$ cat config.mk
export PLATFORM = sky130hd
export DESIGN_NAME = board_state_writer
export DESIGN_NICKNAME = d
export VERILOG_FILES = /design/src/rtl/chess_pkg.sv /design/src/rtl/board_state_writer_commit.sv /design/src/rtl/board_state_writer.sv
export SDC_FILE = /design/constraint.sdc
export NUM_CORES = 1
export LEC_CHECK = 0
export BUFFER_PORTS_ARGS = -buffer_cell sky130_fd_sc_hd__buf_4
export CORE_ASPECT_RATIO = 1.25
export CORE_UTILIZATION = 51
export DETAILED_ROUTE_END_ITERATION = 7
export HOLD_SLACK_MARGIN = 0.08
export PLACE_DENSITY = 0.82
export SLEW_MARGIN = 5
export SYNTH_ARGS = -nofsm -noshare
export SYNTH_HDL_FRONTEND = slang
export SYNTH_SLANG_ARGS = --single-unit
$ cat constraint.sdc
create_clock -name clk -period 3.25 [get_ports clk]
set_clock_uncertainty 0.2 [all_clocks]
set_input_delay 0.1625 -clock clk [delete_from_list [all_inputs] [get_ports clk]]
set_output_delay 0.1625 -clock clk [all_outputs]
set_load 0.01 [all_outputs]
$ cat src/rtl/chess_pkg.sv
// Shared chess definitions: square encoding, piece codes, colors, the
// standard start position and the pawn promotion helper.
// Square layout (SQ_BITS = 5): bit0 occupied, bit1 color, bits4:2 piece type.
package chess_pkg;

  localparam int SQ_BITS = 5;

  typedef logic [SQ_BITS-1:0] square_t;
  typedef logic [7:0][7:0][SQ_BITS-1:0] board_t;  // [row][col]

  typedef enum logic [2:0] {
    PAWN   = 3'b000,
    KNIGHT = 3'b001,
    BISHOP = 3'b010,
    ROOK   = 3'b011,
    QUEEN  = 3'b100,
    KING   = 3'b111
  } piece_t;

  localparam logic WHITE = 1'b0;
  localparam logic BLACK = 1'b1;

  function automatic square_t make_sq(input piece_t p, input logic color);
    logic [2:0] t;
    t = p;
    return {t, color, 1'b1};
  endfunction

  function automatic piece_t back_rank(input int col);
    piece_t p;
    case (col)
      0, 7:    p = ROOK;
      1, 6:    p = KNIGHT;
      2, 5:    p = BISHOP;
      3:       p = QUEEN;
      default: p = KING;
    endcase
    return p;
  endfunction

  function automatic board_t build_start_board();
    board_t b;
    b = '0;
    for (int c = 0; c < 8; c++) begin
      b[0][c] = make_sq(back_rank(c), BLACK);
      b[1][c] = make_sq(PAWN, BLACK);
      b[6][c] = make_sq(PAWN, WHITE);
      b[7][c] = make_sq(back_rank(c), WHITE);
    end
    return b;
  endfunction

  localparam board_t START_BOARD = build_start_board();

  // White pawns run toward row 0, black pawns toward row 7; a pawn landing
  // on its far rank becomes a queen of the same color.
  function automatic square_t promote(input square_t sq, input logic [2:0] row);
    square_t r;
    logic [2:0] q;
    q = QUEEN;
    r = sq;
    if (sq[0] && (sq[4:2] == PAWN) &&
        (((sq[1] == WHITE) && (row == 3'd0)) ||
         ((sq[1] == BLACK) && (row == 3'd7))))
      r = {q, sq[1], 1'b1};
    return r;
  endfunction

endpackage

$ cat src/rtl/board_state_writer_commit.sv
// move_commit: combinational move evaluation from the old squares.
// Ports:
//   src, dst     in   old source / destination squares
//   to_row       in   destination row (for promotion)
//   turn         in   side to move
//   new_src      out  value written to the source square (always empty)
//   new_dst      out  value written to the destination (promoted if needed)
//   src_own      out  source holds a piece of the side to move
//   dst_own      out  destination holds a piece of the side to move
//   king_hit     out  destination holds a king (capture ends the game)
module move_commit
  import chess_pkg::*;
(
  input  square_t    src,
  input  square_t    dst,
  input  logic [2:0] to_row,
  input  logic       turn,
  output square_t    new_src,
  output square_t    new_dst,
  output logic       src_own,
  output logic       dst_own,
  output logic       king_hit
);

  assign new_src  = '0;
  assign new_dst  = promote(src, to_row);
  assign src_own  = src[0] & (src[1] == turn);
  assign dst_own  = dst[0] & (dst[1] == turn);
  assign king_hit = dst[0] & (dst[4:2] == KING);

endmodule

$ cat src/rtl/board_state_writer.sv
// board_state_writer: owns the 8x8 board and is its only writer.
// One move per handshake: IDLE accepts and latches coordinates, CHECK
// registers the verdict, WRITE commits, RESP emits a one-cycle response.
// Ports:
//   clk, resetN                    clock, async active-low reset
//   moveValid / moveReady          request handshake
//   fromRow/fromCol/toRow/toCol    requested move
//   checkRow/checkCol/checkToRow/checkToCol  latched move to legality logic
//   moveLegal                      verdict for the latched move
//   boardPos                       [row][col] board contents
//   turn                           side to move (0 white, 1 black)
//   moveDone / moveReject          one-cycle response pulses
//   capturedPiece                  destination contents before last commit
//   gameOver                       sticky, set when a king is captured
module board_state_writer
  import chess_pkg::*;
#(
  // Square width; the package encoding fixes this at 5.
  parameter int SQW = 5
) (
  input  logic                         clk,
  input  logic                         resetN,
  input  logic                         moveValid,
  output logic                         moveReady,
  input  logic [2:0]                   fromRow,
  input  logic [2:0]                   fromCol,
  input  logic [2:0]                   toRow,
  input  logic [2:0]                   toCol,
  output logic [2:0]                   checkRow,
  output logic [2:0]                   checkCol,
  output logic [2:0]                   checkToRow,
  output logic [2:0]                   checkToCol,
  input  logic                         moveLegal,
  output logic [7:0][7:0][SQW-1:0]     boardPos,
  output logic                         turn,
  output logic                         moveDone,
  output logic                         moveReject,
  output logic [SQW-1:0]               capturedPiece,
  output logic                         gameOver
);

  localparam logic [1:0] S_IDLE  = 2'd0;
  localparam logic [1:0] S_CHECK = 2'd1;
  localparam logic [1:0] S_WRITE = 2'd2;
  localparam logic [1:0] S_RESP  = 2'd3;

  logic [1:0]               state;
  logic                     ok;
  logic [7:0][7:0][SQW-1:0] board;

  square_t src_sq, dst_sq, new_src, new_dst;
  logic    src_own, dst_own, king_hit, same_sq, ok_next;

  assign src_sq = board[checkRow][checkCol];
  assign dst_sq = board[checkToRow][checkToCol];

  move_commit u_commit (
    .src      (src_sq),
    .dst      (dst_sq),
    .to_row   (checkToRow),
    .turn     (turn),
    .new_src  (new_src),
    .new_dst  (new_dst),
    .src_own  (src_own),
    .dst_own  (dst_own),
    .king_hit (king_hit)
  );

  assign same_sq = (checkRow == checkToRow) && (checkCol == checkToCol);
  // Own-rule filter on top of the external verdict; once the game is over
  // nothing is committed.
  assign ok_next = moveLegal & src_own & ~same_sq & ~dst_own & ~gameOver;

  assign moveReady = (state == S_IDLE);
  assign boardPos  = board;

  always_ff @(posedge clk or negedge resetN) begin
    if (!resetN) begin
      state         <= S_IDLE;
      ok            <= 1'b0;
      board         <= START_BOARD;
      turn          <= WHITE;
      moveDone      <= 1'b0;
      moveReject    <= 1'b0;
      capturedPiece <= '0;
      gameOver      <= 1'b0;
      checkRow      <= '0;
      checkCol      <= '0;
      checkToRow    <= '0;
      checkToCol    <= '0;
    end else begin
      moveDone   <= 1'b0;
      moveReject <= 1'b0;
      case (state)
        S_IDLE: begin
          if (moveValid) begin
            checkRow   <= fromRow;
            checkCol   <= fromCol;
            checkToRow <= toRow;
            checkToCol <= toCol;
            state      <= S_CHECK;
          end
        end
        S_CHECK: begin
          ok    <= ok_next;
          state <= S_WRITE;
        end
        S_WRITE: begin
          // ok excludes from==to, so the two square writes never collide.
          if (ok) begin
            board[checkRow][checkCol]     <= new_src;
            board[checkToRow][checkToCol] <= new_dst;
            capturedPiece                 <= dst_sq;
            gameOver                      <= gameOver | king_hit;
            turn                          <= ~turn;
          end
          state <= S_RESP;
        end
        default: begin
          moveDone   <= ok;
          moveReject <= ~ok;
          state      <= S_IDLE;
        end
      endcase
    end
  end

endmodule

==> impl_metrics.toml <==
[worst_setup_path]
crit_top_cell = "mux4_2"
cp.arrival_ps = 3500
cp.depth = 8
cp_cell_sequence = "buf_16, mux4_2, mux4_2, mux4_2, nand2_4, o31a_4, buf_4, o21ai_2"
crit_type = "reg2reg"
endpoint_kind = "register"
critPathSlowestCell = "mux4_2"
r2r_slack_ps = -20
cp-endpoint = "boardPos[4]"
reg2reg_from = "checkRow[0]"
cp_max_fo = 25
cp_top_family = "multiplexers"
r2r-end = "boardPos[4]"
cp_num_buf_inv = 2
reg2reg_depth = 8
slowest_delay_ps = 560
crit_start = "checkRow[0]"
critPathLaunchType = "register"
crit_required_ps = 3480

[global_routing]
met3_usage_pct = 16.2
grt-ovfl-total = 0
track_usage_pct = 48.0
grt_use_met1_pct = 57.6
grt-busiest-layer = "met2"
grt_pass1_vias = 18700
grt_pass1_wl_um = 125000
antenna_found_initial = 6
grtUsageMet2_pct = 72.7
grt_max_degree = 75

[synth]
synthTopCellsByCount = "nand2_1, o21ai_0, dfrtp_1, a22oi_1, clkbuf_1"
synth-seq-cells = 344
ys_warn_count = 0
synth_top_area_cell = "dfrtp_1"
netlist.area_leader.share_pct = 37.5
synth_compound_area_share_pct = 20.5
yosys.cell_types.count = 66
synth_xor_area_share_pct = 0.338
syn_nets = 1891
synthCells = 1871
yosys-top-cells-area = "dfrtp_1, dfstp_2, o21ai_0, nand2_1, mux4_2"
ys_seq_area_share_pct = 48.0
synth_mux_area_share_pct = 13.1
synth_most_common_cell = "nand2_1"
async_flop_share_pct = 100
synth_edf_count = 0
ys.flop_type = "dfrtp_1"
syn_area_per_cell_um2 = 9.69
synth_top_family_by_area = "compound AO/OA/AOI/OAI gates"
yosys.area_share.adder_pct = 0.276
synth-simple-area-share_pct = 14.3
syn_area_um2 = 18100

[finish]
stdcell_area_um2 = 24200
syn_to_final_growth_pct = 33.3
fin_nets = 2330
drive_gt1_share_pct = 34.1
seq_area_um2 = 8710
nFillCells = 2641
multiInputGateArea_um2 = 8980

[outcome]
status = "finished, violations left"
violations = "setup timing"

[floorplan]
chipHeight_um = 213
start_util_pct = 52.2
fp.dieW_um = 171
ios = 358
coreArea_um2 = 34700
rows = 76
dieArea_um2 = 36300

[power]
ir_drop_uv = 437
leakagePower_uw = 0.0106
p_per_area_nw_per_um2 = 704

[routing]
wire_per_inst_um = 31.0
drc = 0
routed_via_density = 7.01
drt_iter0_drc = 2955
vias = 19700
wl_um = 87300
final_antenna_net_count = 0
first_pass_iters = 6

[sta]
period_needed_ps = 3270
setup_tns_ps = -53.8
hold_viol_final = 0
fmax_ghz = 0.306
worstMarginPinSlew_ps = 1150
finalCritPeriodShare_pct = 101
slew_viol_final = 0
slew_headroom_pct = 23.1
setup_viol = 4
timing.final.ws_setup_ps = -22.8
rsz0062_at_grt = "yes"

[clock_tree]
cts_buffer_depth = 3
cts_buffers = 36
clkLatencyLatePin_ps = 560
clkTransAtPathRegs_ps = 70
h-tree-depth = 2
root_buffer = "clkbuf_16"
cts_tree = "yes"
cts_sinks = 344

[place]
post_dp_cell_area_um2 = 22400
dp_hpwl_um = 60600
gp_congestion = 1.05
portBuffers = 357

[min_path]
hold_path_class = "in2reg"

[flow_run]
cap_violations = 0
==> sequential cells by signal, indices dropped and copies added, names as in the netlist <==
signal	count
boardPos	320
capturedPiece	5
ok	1
checkRow	3
turn	1
moveReject	1
gameOver	1
checkCol	3
checkToCol	3
checkToRow	3
moveDone	1
state	2
==> power by group <==
group / total [uW] / internal, uW / switching [uW] / leakage, uW
Clock: 4500 / 2680 / 1820 / 0.000626
Sequential: 5160 / 4580 / 578 / 0.00450
Combinational: 7370 / 2780 / 4580 / 0.00543
Total: 17000 / 10000 / 6980 / 0.0106
==> worst min-delay path: cells and delay by family <==
kind	cells	cell delay, ps
buffers and inverters	2	620
multiplexers	1	130
==> per-layer routing <==
| metal | wire length (um) | share of wire [%] |
|---|---|---|
| met5 | 34 | 0.039 |
| met3 | 11800 | 14 |
| met1 | 29000 | 33 |
| met4 | 7190 | 8.2 |
| met2 | 39300 | 45 |
==> worst min-delay path by stage <==
stage | start | endpoint | cells past startpoint
3_5_place_dp | resetN | boardPos[63] | 1
5_1_grt | toCol[2] | checkToCol[2] | 3
2_1_floorplan | resetN | boardPos[100] | 0
4_1_cts | toRow[1] | checkToRow[1] | 3
3_3_place_gp | resetN | boardPos[63] | 1
6_report | toRow[1] | checkToRow[1] | 3
==> timing repair <==
action,CTS,global route
endpoints found under the hold margin,309,0
cloned,0,3
resized for setup,9,30
pin swaps,1,2
setup buffers,0,8
setup endpoints to repair,81,150
hold buffers,17,0
==> cell type report <==
| class | count | share of cell area, % |
|---|---|---|
| inverters | 8 | 0.124 |
| diodes | 10 | 0.104 |
| clock buffers | 55 | 4.57 |
| multi-input cells | 1386 | 37.2 |
| clock inverters | 11 | 0.714 |
| flip-flops and latches | 344 | 36.1 |
| well taps | 468 | 2.42 |
| repair buffers | 534 | 18.8 |
==> layout by cell type (no fill, tap or decap), types with 8 or more instances in the layout <==
cell | Yosys | routed
clkbuf_16 | 0 | 40
buf_12 | 2 | 31
mux2i_1 | 44 | 42
clkbuf_8 | 0 | 11
dlygate4sd3_1 | 0 | 16
a22o_1 | 8 | 8
inv_1 | 8 | 8
dfrtp_1 | 272 | 267
nand3_1 | 9 | 9
a221oi_1 | 21 | 17
o21ai_1 | 10 | 13
buf_4 | 3 | 477
o21ai_0 | 375 | 372
nand3b_1 | 9 | 9
mux2_2 | 19 | 19
o22ai_1 | 40 | 40
mux4_2 | 73 | 73
dfstp_2 | 72 | 72
diode_2 | 0 | 10
nor3_1 | 12 | 11
nor2_1 | 17 | 17
nand2_1 | 495 | 493
a22oi_1 | 88 | 84
o21ai_2 | 10 | 10
a21oi_1 | 19 | 17
nand4_1 | 13 | 13
==> metrics by stage <==
step	utilization, %	total power, uW	setup slack (ps)	hold slack (ps)	cells
detailed placement	64.4	11900	-87.7	38.1	2712
CTS	68.7	16400	0.250	182	2795
global route	69.6	17300	-34.1	204	2808
finish	69.6	17000	-22.8	192	2816
floorplan	-	8470	35.6	-333	1871
global placement	64.4	11800	-58.0	27.0	2712
==> cell families after synthesis <==
group / Yosys count
simple gates: 614
mux: 139
compound gates: 622
flops: 344
xor+xnor: 7
fa+ha+maj: 4
buf+inv: 141
Note: power is estimated with default switching activity, not from simulation.
